==> src/rtl/sel_encode_pkg.sv <==
// Shared field positions, register index type and index-to-one-hot helper for the select/encode slice.
package sel_encode_pkg;
  localparam int RA_LSB   = 23;
  localparam int RB_LSB   = 19;
  localparam int RC_LSB   = 15;
  localparam int C_W      = 19;
  localparam int MAX_REGS = 32;

  // Wide enough for the largest register file.
  typedef logic [$clog2(MAX_REGS)-1:0] reg_idx_t;

  function automatic logic [MAX_REGS-1:0] idx2onehot(input reg_idx_t idx);
    idx2onehot = '0;
    idx2onehot[idx] = 1'b1;
  endfunction
endpackage

==> src/rtl/sel_scoreboard.sv <==
// Pending-load scoreboard: set wins over a same-address clear; hazard bypasses a completing write-back.
// 1-cycle registered outputs; no backpressure, every cycle is accepted.
module sel_scoreboard import sel_encode_pkg::*; #(
  parameter int NUM_REGS = 16,
  parameter int ADDR_W   = $clog2(NUM_REGS)
) (
  input  logic                clk,
  input  logic                clr_n,
  input  logic [NUM_REGS-1:0] sel_oh,
  input  logic                ld_issue,
  input  logic                rd_en,
  input  logic                wb_done,
  input  logic [ADDR_W-1:0]   wb_addr,
  output logic [NUM_REGS-1:0] pending,
  output logic                hazard
);
  logic [MAX_REGS-1:0] wb_full;
  logic [NUM_REGS-1:0] clr_vec;
  logic [NUM_REGS-1:0] set_vec;
  logic [NUM_REGS-1:0] pending_d;
  logic                hazard_d;
  logic                unused_wb;

  // sel_oh is already zero when nothing valid is selected; an out-of-range wb_addr
  // lands above NUM_REGS and drops out of the slice.
  always_comb begin
    wb_full   = idx2onehot(reg_idx_t'(wb_addr));
    clr_vec   = wb_done ? wb_full[NUM_REGS-1:0] : '0;
    set_vec   = ld_issue ? sel_oh : '0;
    pending_d = (pending & ~clr_vec) | set_vec;
    hazard_d  = rd_en & (|(pending & sel_oh & ~clr_vec));
  end

  assign unused_wb = ^wb_full;

  always_ff @(posedge clk or negedge clr_n) begin
    if (!clr_n) begin
      pending <= '0;
      hazard  <= 1'b0;
    end else begin
      pending <= pending_d;
      hazard  <= hazard_d;
    end
  end
endmodule

==> src/rtl/sel_encode_sb.sv <==
// Registered ra/rb/rc select/encode with R0 substitution, C sign-extension and load scoreboard; 1-cycle latency.
// No backpressure. Build option SELENC_ONEHOT_CHECK_EN adds the sticky sel_err output.
module sel_encode_sb
  import sel_encode_pkg::reg_idx_t;
  import sel_encode_pkg::idx2onehot;
  import sel_encode_pkg::MAX_REGS;
#(
  parameter int NUM_REGS = 16,
  parameter int ADDR_W   = $clog2(NUM_REGS),
  parameter int IR_W     = 32,
  parameter int RA_LSB   = sel_encode_pkg::RA_LSB,
  parameter int RB_LSB   = sel_encode_pkg::RB_LSB,
  parameter int RC_LSB   = sel_encode_pkg::RC_LSB,
  parameter int C_W      = sel_encode_pkg::C_W
) (
  input  logic                clk,
  input  logic                clr_n,
  input  logic [IR_W-1:0]     ir,
  input  logic                gra,
  input  logic                grb,
  input  logic                grc,
  input  logic                rin,
  input  logic                rout,
  input  logic                baout,
  input  logic                ld_issue,
  input  logic                wb_done,
  input  logic [ADDR_W-1:0]   wb_addr,
  output logic [NUM_REGS-1:0] reg_in,
  output logic [NUM_REGS-1:0] reg_out,
  output logic                ba_zero,
  output logic [31:0]         c_sext,
  output logic [NUM_REGS-1:0] pending,
  output logic                hazard
`ifdef SELENC_ONEHOT_CHECK_EN
  ,
  output logic                sel_err
`endif
);
  logic [ADDR_W-1:0]   ra, rb, rc;
  reg_idx_t            sel;
  logic                any_g;
  logic                sel_ok;
  logic                r0_sub;
  logic                rd_en;
  logic [MAX_REGS-1:0] oh_full;
  logic [NUM_REGS-1:0] sel_oh;
  logic [NUM_REGS-1:0] reg_in_d;
  logic [NUM_REGS-1:0] reg_out_d;
  logic [31:0]         c_sext_d;
  logic                unused_ir;

  assign ra = ir[RA_LSB +: ADDR_W];
  assign rb = ir[RB_LSB +: ADDR_W];
  assign rc = ir[RC_LSB +: ADDR_W];

  // An index at or above NUM_REGS leaves sel_oh empty, which suppresses every output and the scoreboard.
  always_comb begin
    sel = '0;
    if (gra)      sel = reg_idx_t'(ra);
    else if (grb) sel = reg_idx_t'(rb);
    else if (grc) sel = reg_idx_t'(rc);
    any_g     = gra | grb | grc;
    oh_full   = idx2onehot(sel);
    sel_oh    = any_g ? oh_full[NUM_REGS-1:0] : '0;
    sel_ok    = |sel_oh;
    r0_sub    = baout & sel_ok & (sel == '0);
    rd_en     = (rout | baout) & sel_ok & ~r0_sub;
    reg_in_d  = rin ? sel_oh : '0;
    reg_out_d = rd_en ? sel_oh : '0;
    c_sext_d  = {{(32-C_W){ir[C_W-1]}}, ir[C_W-1:0]};
  end

  assign unused_ir = ^{ir, oh_full};

  always_ff @(posedge clk or negedge clr_n) begin
    if (!clr_n) begin
      reg_in  <= '0;
      reg_out <= '0;
      ba_zero <= 1'b0;
      c_sext  <= '0;
    end else begin
      reg_in  <= reg_in_d;
      reg_out <= reg_out_d;
      ba_zero <= r0_sub;
      c_sext  <= c_sext_d;
    end
  end

  sel_scoreboard #(
    .NUM_REGS (NUM_REGS),
    .ADDR_W   (ADDR_W)
  ) u_sb (
    .clk      (clk),
    .clr_n    (clr_n),
    .sel_oh   (sel_oh),
    .ld_issue (ld_issue),
    .rd_en    (rd_en),
    .wb_done  (wb_done),
    .wb_addr  (wb_addr),
    .pending  (pending),
    .hazard   (hazard)
  );

`ifdef SELENC_ONEHOT_CHECK_EN
  logic multi_g;
  assign multi_g = ((gra & grb) | (gra & grc) | (grb & grc)) & (rin | rout | baout);

  always_ff @(posedge clk or negedge clr_n) begin
    if (!clr_n)       sel_err <= 1'b0;
    else if (multi_g) sel_err <= 1'b1;
  end
`endif
endmodule
==> config.mk <==
export PLATFORM = sky130hd
export DESIGN_NAME = sel_encode_sb
export DESIGN_NICKNAME = d
export VERILOG_FILES = /design/src/rtl/sel_encode_pkg.sv /design/src/rtl/sel_scoreboard.sv /design/src/rtl/sel_encode_sb.sv
export SDC_FILE = /design/constraint.sdc
export NUM_CORES = 1
export LEC_CHECK = 0
export CORE_MARGIN = 1
export CORE_UTILIZATION = 37
export CTS_CLUSTER_SIZE = 30
export DETAILED_ROUTE_END_ITERATION = 12
export GPL_TIMING_DRIVEN = 0
export MAX_ROUTING_LAYER = met4
export PLACE_DENSITY = 0.79
export SLEW_MARGIN = 20
export SYNTH_ARGS = -nofsm -noshare
export SYNTH_HDL_FRONTEND = slang
export SYNTH_HIERARCHICAL = 1
export SYNTH_SLANG_ARGS = --single-unit
==> constraint.sdc <==
create_clock -name clk -period 1.5 [get_ports clk]
set_clock_uncertainty 0.05 [all_clocks]
set_input_delay 0.15 -clock clk [delete_from_list [all_inputs] [get_ports clk]]
set_output_delay 0.15 -clock clk [all_outputs]
set_load 0.01 [all_outputs]
-- After elaboration in Yosys (flattened, before gate mapping)
Index checks and enable logic that the tools add are counted.
- $lt $le $gt $ge: 4
- multiplexer cells: 12
- bitwise operators: 14
- reduce and logical (&&, ||, !) cells: 5
- operators with widths (cell ; count):
    16-bit 2-to-1 mux ; 5
    16-bit bitwise AND ; 3
    16-bit OR reduction ; 2
    16-bit NOT ; 1
    16-bit OR ; 1
    4-bit 2-to-1 mux ; 2
    4-bit by 6-bit less-than comparator with 1-bit output (second input constant) ; 1
    5-bit by 6-bit less-than comparator with 1-bit output (second input constant) ; 1
    1-bit bitwise AND ; 5
    1-bit demux with 5-bit select ; 1
    5-bit by 1-bit >= comparator with 1-bit output (second input constant) ; 1
    5-bit logical NOT ; 1
    5-bit 2-to-1 mux ; 1
    1-bit demux with 4-bit select ; 1
    4-bit by 1-bit >= comparator with 1-bit output (second input constant) ; 1
    1-bit OR ; 3
    1-bit logical AND ; 2
    1-bit 2-to-1 mux ; 2
    1-bit NOT ; 1
- bits in registers: 69
- input bits: 46
- output and inout bits: 82
- logic and storage cells: 41

-- Logic depth before layout (Yosys ltp)
- word-level depth: 14
- gate-level depth with buffers: 11
- mapped depth without buffers: 9

-- By module
The synthesis kept the hierarchy.
- modules (own cells, without submodules) (module ; instances ; cells each ; area an instance (um2) ; seq. area each (um2)):
    sel_encode_sb ; 1 ; 170 ; 1970.6 ; 1301.2
    sel_scoreboard ; 1 ; 81 ; 820.8 ; 425.4

-- Least setup slack after synthesis
OpenSTA, ideal clock, no wires.
- path kind: input to register
- from: input grb
- to: register u_sb.hazard
- setup time: 0.129 ns
- arrival: 1.996 ns
- data required time: 1.321 ns
- setup slack: -0.675 ns
- stages: 9
- path through: buf_6 > nand3b_1 > a22o_1 > buf_6 > nand3_1 > nor2_1 > and3_1 > or4_1 > o41a_1
- longest elaborated chain between the ends: 13
- elaborated cells on any way between the ends: 21
- classes of those cells: order compare: 2; mux: 5; bitwise: 10; reduce/logical: 4
- ends and longest elaborated chain (what ; line ; text):
    start, declared ; sel_encode_sb.sv:20 ; input logic grb,
    4-bit 2-to-1 mux ; sel_encode_sb.sv:60 ; else if (grb) sel = reg_idx_t'(rb);
    5-bit 2-to-1 mux ; sel_encode_sb.sv:59 ; if (gra) sel = reg_idx_t'(ra);
    5-bit by 6-bit less-than comparator with 1-bit output (not written as such) or 5-bit by 1-bit >= comparator with 1-bit output (tied branches) ; sel_encode_pkg.sv:14 ; idx2onehot[idx] = 1'b1;
    1-bit logical AND (not written as such) ; sel_encode_pkg.sv:14 ;
    1-bit 2-to-1 mux (not written as such) ; sel_encode_pkg.sv:14 ;
    1-bit demux with 5-bit select ; sel_encode_pkg.sv:14 ;
    16-bit 2-to-1 mux (*) ; sel_encode_sb.sv:64 ; sel_oh = any_g ? oh_full[NUM_REGS-1:0] : '0;
    via sel_oh[2] ; sel_encode_sb.sv:46 ; logic [NUM_REGS-1:0] sel_oh;
    16-bit OR reduction ; sel_encode_sb.sv:65 ; sel_ok = |sel_oh;
    1-bit bitwise AND (2 in series) ; sel_encode_sb.sv:66 ; r0_sub = baout & sel_ok & (sel == '0);
    1-bit NOT ; sel_encode_sb.sv:67 ; rd_en = (rout | baout) & sel_ok & ~r0_sub;
    1-bit bitwise AND ; sel_encode_sb.sv:67 ;
    1-bit bitwise AND (*) ; sel_scoreboard.sv:31 ; hazard_d = rd_en & (|(pending & sel_oh & ~clr_vec));
    via u_sb.hazard_d ; sel_scoreboard.sv:21 ; logic hazard_d;
    end signal, assigned ; sel_scoreboard.sv:42 ; hazard <= hazard_d;
    end, declared ; sel_scoreboard.sv:15 ; output logic hazard
The timed path passes the listed nets; every way through them passes the cells marked *.

-- Worst setup path in the final report
Ends and elaborated chain as after synthesis.

==> flow_metrics.env <==
export IMPL_maxUsedRoutingLayer="met4"
export IMPL_drt_met1_wl_um=3280
export IMPL_htree_levels=3
export IMPL_drc=0
export IMPL_pwr_share_clk_pct=34.6
export IMPL_nFillCells=581
export IMPL_fp_dieH_um=88.9
export IMPL_dr_total_vias=2576
export IMPL_finalWirelength_um=8310
export IMPL_crit_type="input pin to register"
export IMPL_async_reset_ff_share_pct=100
export IMPL_switching_share_pct=26.6
export IMPL_rsz0062_at_grt="yes"
export IMPL_clockRootBuffer="clkbuf_8"
export IMPL_r2r_start="u_sb/pending[1]$_DFF_PN0_"
export IMPL_synth_top_area_cell="dfrtp_1"
export IMPL_ios=128
export IMPL_drive_gt1_share_pct=25.5
export IMPL_crit_path_end_kind="register"
export IMPL_slowest_stage="or4_4"
export IMPL_cp_buffers_inverters=3
export IMPL_die_area_um2=7900
export IMPL_grt_overflow=0
export IMPL_start_kind="input pin"
export IMPL_power_switching_w=0.00139
export IMPL_synthTopCellsByArea="dfrtp_1 62%, nor2_1 6.5%, a22o_1 5.3%, nand3_1 3.9%, buf_4 3.8%"
export IMPL_final_antenna_net_count=0
export IMPL_routedWlPerCell_um=16.0
export IMPL_finalHoldViolCount=0
export IMPL_first_iter_violations=184
export IMPL_maxSlewViolCount=0
export IMPL_core_area_um2=7290
export IMPL_max_stage_delay_ns=0.51
export IMPL_cts_tree="yes"
export IMPL_antenna_found_initial=0
export IMPL_fin_crit_sh_pct=126
export IMPL_wl_met3_um=598
export IMPL_drt_pass1_iterations=4
export IMPL_clock_fmax_mhz=529
export IMPL_grt_max_degree=56
export IMPL_worst_pin_slew_ns=0.554
export IMPL_syn_cell_area_um2=2790
export IMPL_startpoint="grb"
export IMPL_synth_top_cell_area_share_pct=61.9
export IMPL_setup_viol_count_final=3
export IMPL_maxSlewHeadroom_pct=63.0
export IMPL_multiInputGateArea_um2=1080
export IMPL_area_delta_synth_final_pct=71.4
export IMPL_path_max_fanout=6
export IMPL_status="complete, but fails checks"
export IMPL_cp_top_family="simple AND/OR/NAND/NOR gates"
export IMPL_ir_drop_uv=546
export IMPL_place_detailed_hpwl_um=5460
export IMPL_syn_nets=297
export IMPL_fin_nets=460
export IMPL_critical_path_depth=10
export IMPL_num_rows=31
export IMPL_avgSynthCellArea_um2=11.1
export IMPL_r2r_cells=3
export IMPL_critical_path_arrival_ns=2.05
export IMPL_grt_pass1_wl_um=12400
export IMPL_die_w_um=88.9
export IMPL_cts_buffers_inserted=9
export IMPL_hold_path_class="input pin to register"
export IMPL_grtUsageTotal_pct=22.2
export IMPL_ys_flop_type="dfrtp_1"
export IMPL_drv_cap=0
export IMPL_viasPerCell=4.97
export IMPL_dpl_cell_area_um2=4160
export IMPL_wl_met2_um=4230
export IMPL_synth_enable_flop_cells=0
export IMPL_first_global_vias=2492
export IMPL_yosysMostFrequentCell="dfrtp_1"
export IMPL_clockBufferDepth=2
export IMPL_power_frac_comb_pct=23.6
export IMPL_path_clk_slew_ns=0.08
export IMPL_seq_area_frac_synth_pct=61.9
export IMPL_cp_common_cell="buf_6"
export IMPL_routabilityCongestion=0.815
export IMPL_regArea_um2=1730
export IMPL_period_minus_slack_ns=1.89
export IMPL_ys_seq_elements=69
export IMPL_synth_cells=251
export IMPL_cp_required_ns=1.66
export IMPL_power_total_w=0.00521
export IMPL_power_density_nw_per_um2=1090
export IMPL_ys_warn_count=6
export IMPL_clock_sinks=69
export IMPL_ys_types=34
export IMPL_n_antenna_cell=0
export IMPL_min_delay_path_depth=1
export IMPL_worstSkewPairLatency_ns=0.34
export IMPL_hold_start="ir[16]"
export IMPL_worst_slack_ns=-0.389
export IMPL_intPower_w=0.00383
export IMPL_crit_chain="buf_6, buf_6, buf_4, a21oi_4, a22oi_2, nand2_4, nor2_1, and3_1, or4_4, o41a_1"
export IMPL_synth_top_cells_by_count="69 x dfrtp_1, 48 x nor2_1, 27 x nand2_1"
export IMPL_seqPwrFrac_pct=41.8
export IMPL_port_buffers=121
export IMPL_p_leak_nw=2.27
export IMPL_start_util_pct=38.3
export IMPL_design_area_um2=4790
export IMPL_violations="negative setup slack"
[per-stage QoR]
| stage | hold WS, ns | cells | setup TNS, ns | setup WS [ns] | utilization, % |
|---|---|---|---|---|---|
| after floorplan | -0.196 | 251 | -0.567 | -0.567 | - |
| after global routing | 0.0000664 | 518 | -0.672 | -0.418 | 65.6 |
| after detailed placement | -0.0150 | 472 | -15.96 | -1.26 | 57.0 |
| after global placement | 0.461 | 471 | -148.19 | -1.93 | 56.7 |
| after CTS | 0.00222 | 510 | -0.400 | -0.400 | 63.6 |
| final | 0.0200 | 518 | -0.408 | -0.389 | 65.6 |
[path summary, 6_finish.rpt]
path / to / slack [ns]
min: c_sext[16]$_DFF_PN0_ / 0.02
max reg2reg: u_sb/hazard$_DFF_PN0_ / -0.12
max: u_sb/hazard$_DFF_PN0_ / -0.39
min in group asynchronous: c_sext[16]$_DFF_PN0_ / 0.17
max in group asynchronous: c_sext[1]$_DFF_PN0_ / 0.70
min reg2reg: u_sb/pending[9]$_DFF_PN0_ / 0.48
[logic make-up (layout without fill, tap and decap cells)]
family,after synthesis,in the layout,synth area share [%]
simple gates,123,123,20.9
buf+inv,21,189,5.24
compound gates,38,38,12.0
flops,69,69,61.9
[metal layers]
layer / global-route usage, % / up-vias
li1: - / 1189
met1: 25.5 / 1244
met2: 35.9 / 125
met3: 5.97 / 18
met4: 10.9 / 0
met5: - / -
[cell usage in the layout, fill, tap and decap left out, types with 9 or more instances in the layout]
cell type        Yosys  layout
a22o_1              17      16
dlymetal6s2s_1       0      12
clkdlybuf4s50_1      0      73
dlygate4sd2_1        0      19
buf_4               14      43
nor2_1              48      43
nand3_1             22      19
dfrtp_1             69      68
clkbuf_8             0       9
nand2_1             27      21
clkdlybuf4s15_1      0      13
[registers in the layout, summed over array words and instances, names as in the netlist]
name	count
ba_zero	1
c_sext	19
u_sb/hazard	1
reg_in	16
reg_out	16
u_sb/pending	16
[layout make-up]
cell class	count	area share, %
clock buffers	10	2.67
repair buffers	153	30.9
flip-flops and latches	69	36.1
multi-input cells	161	22.5
well taps	99	2.59
clock inverters	6	2.33
plain buffers	17	2.67
inverters	3	0.235
[what timing repair did]
item	4_1_cts	5_1_grt
buffers inserted	19	9
gates resized for setup	86	30
hold endpoints to repair	70	0
setup endpoints to repair	35	22
pin swaps	15	13
hold buffers	2	0
cloned	1	0
[power groups by stage]
stage	logic, W	clock network (W)	registers (W)
floorplan	0.000367	0	0.00229
global placement	0.00111	0	0.00222
detailed placement	0.00113	0	0.00222
CTS	0.00120	0.00183	0.00218
global route	0.00131	0.00191	0.00221
finish	0.00123	0.00180	0.00218
(Power assumes the default switching activity.)
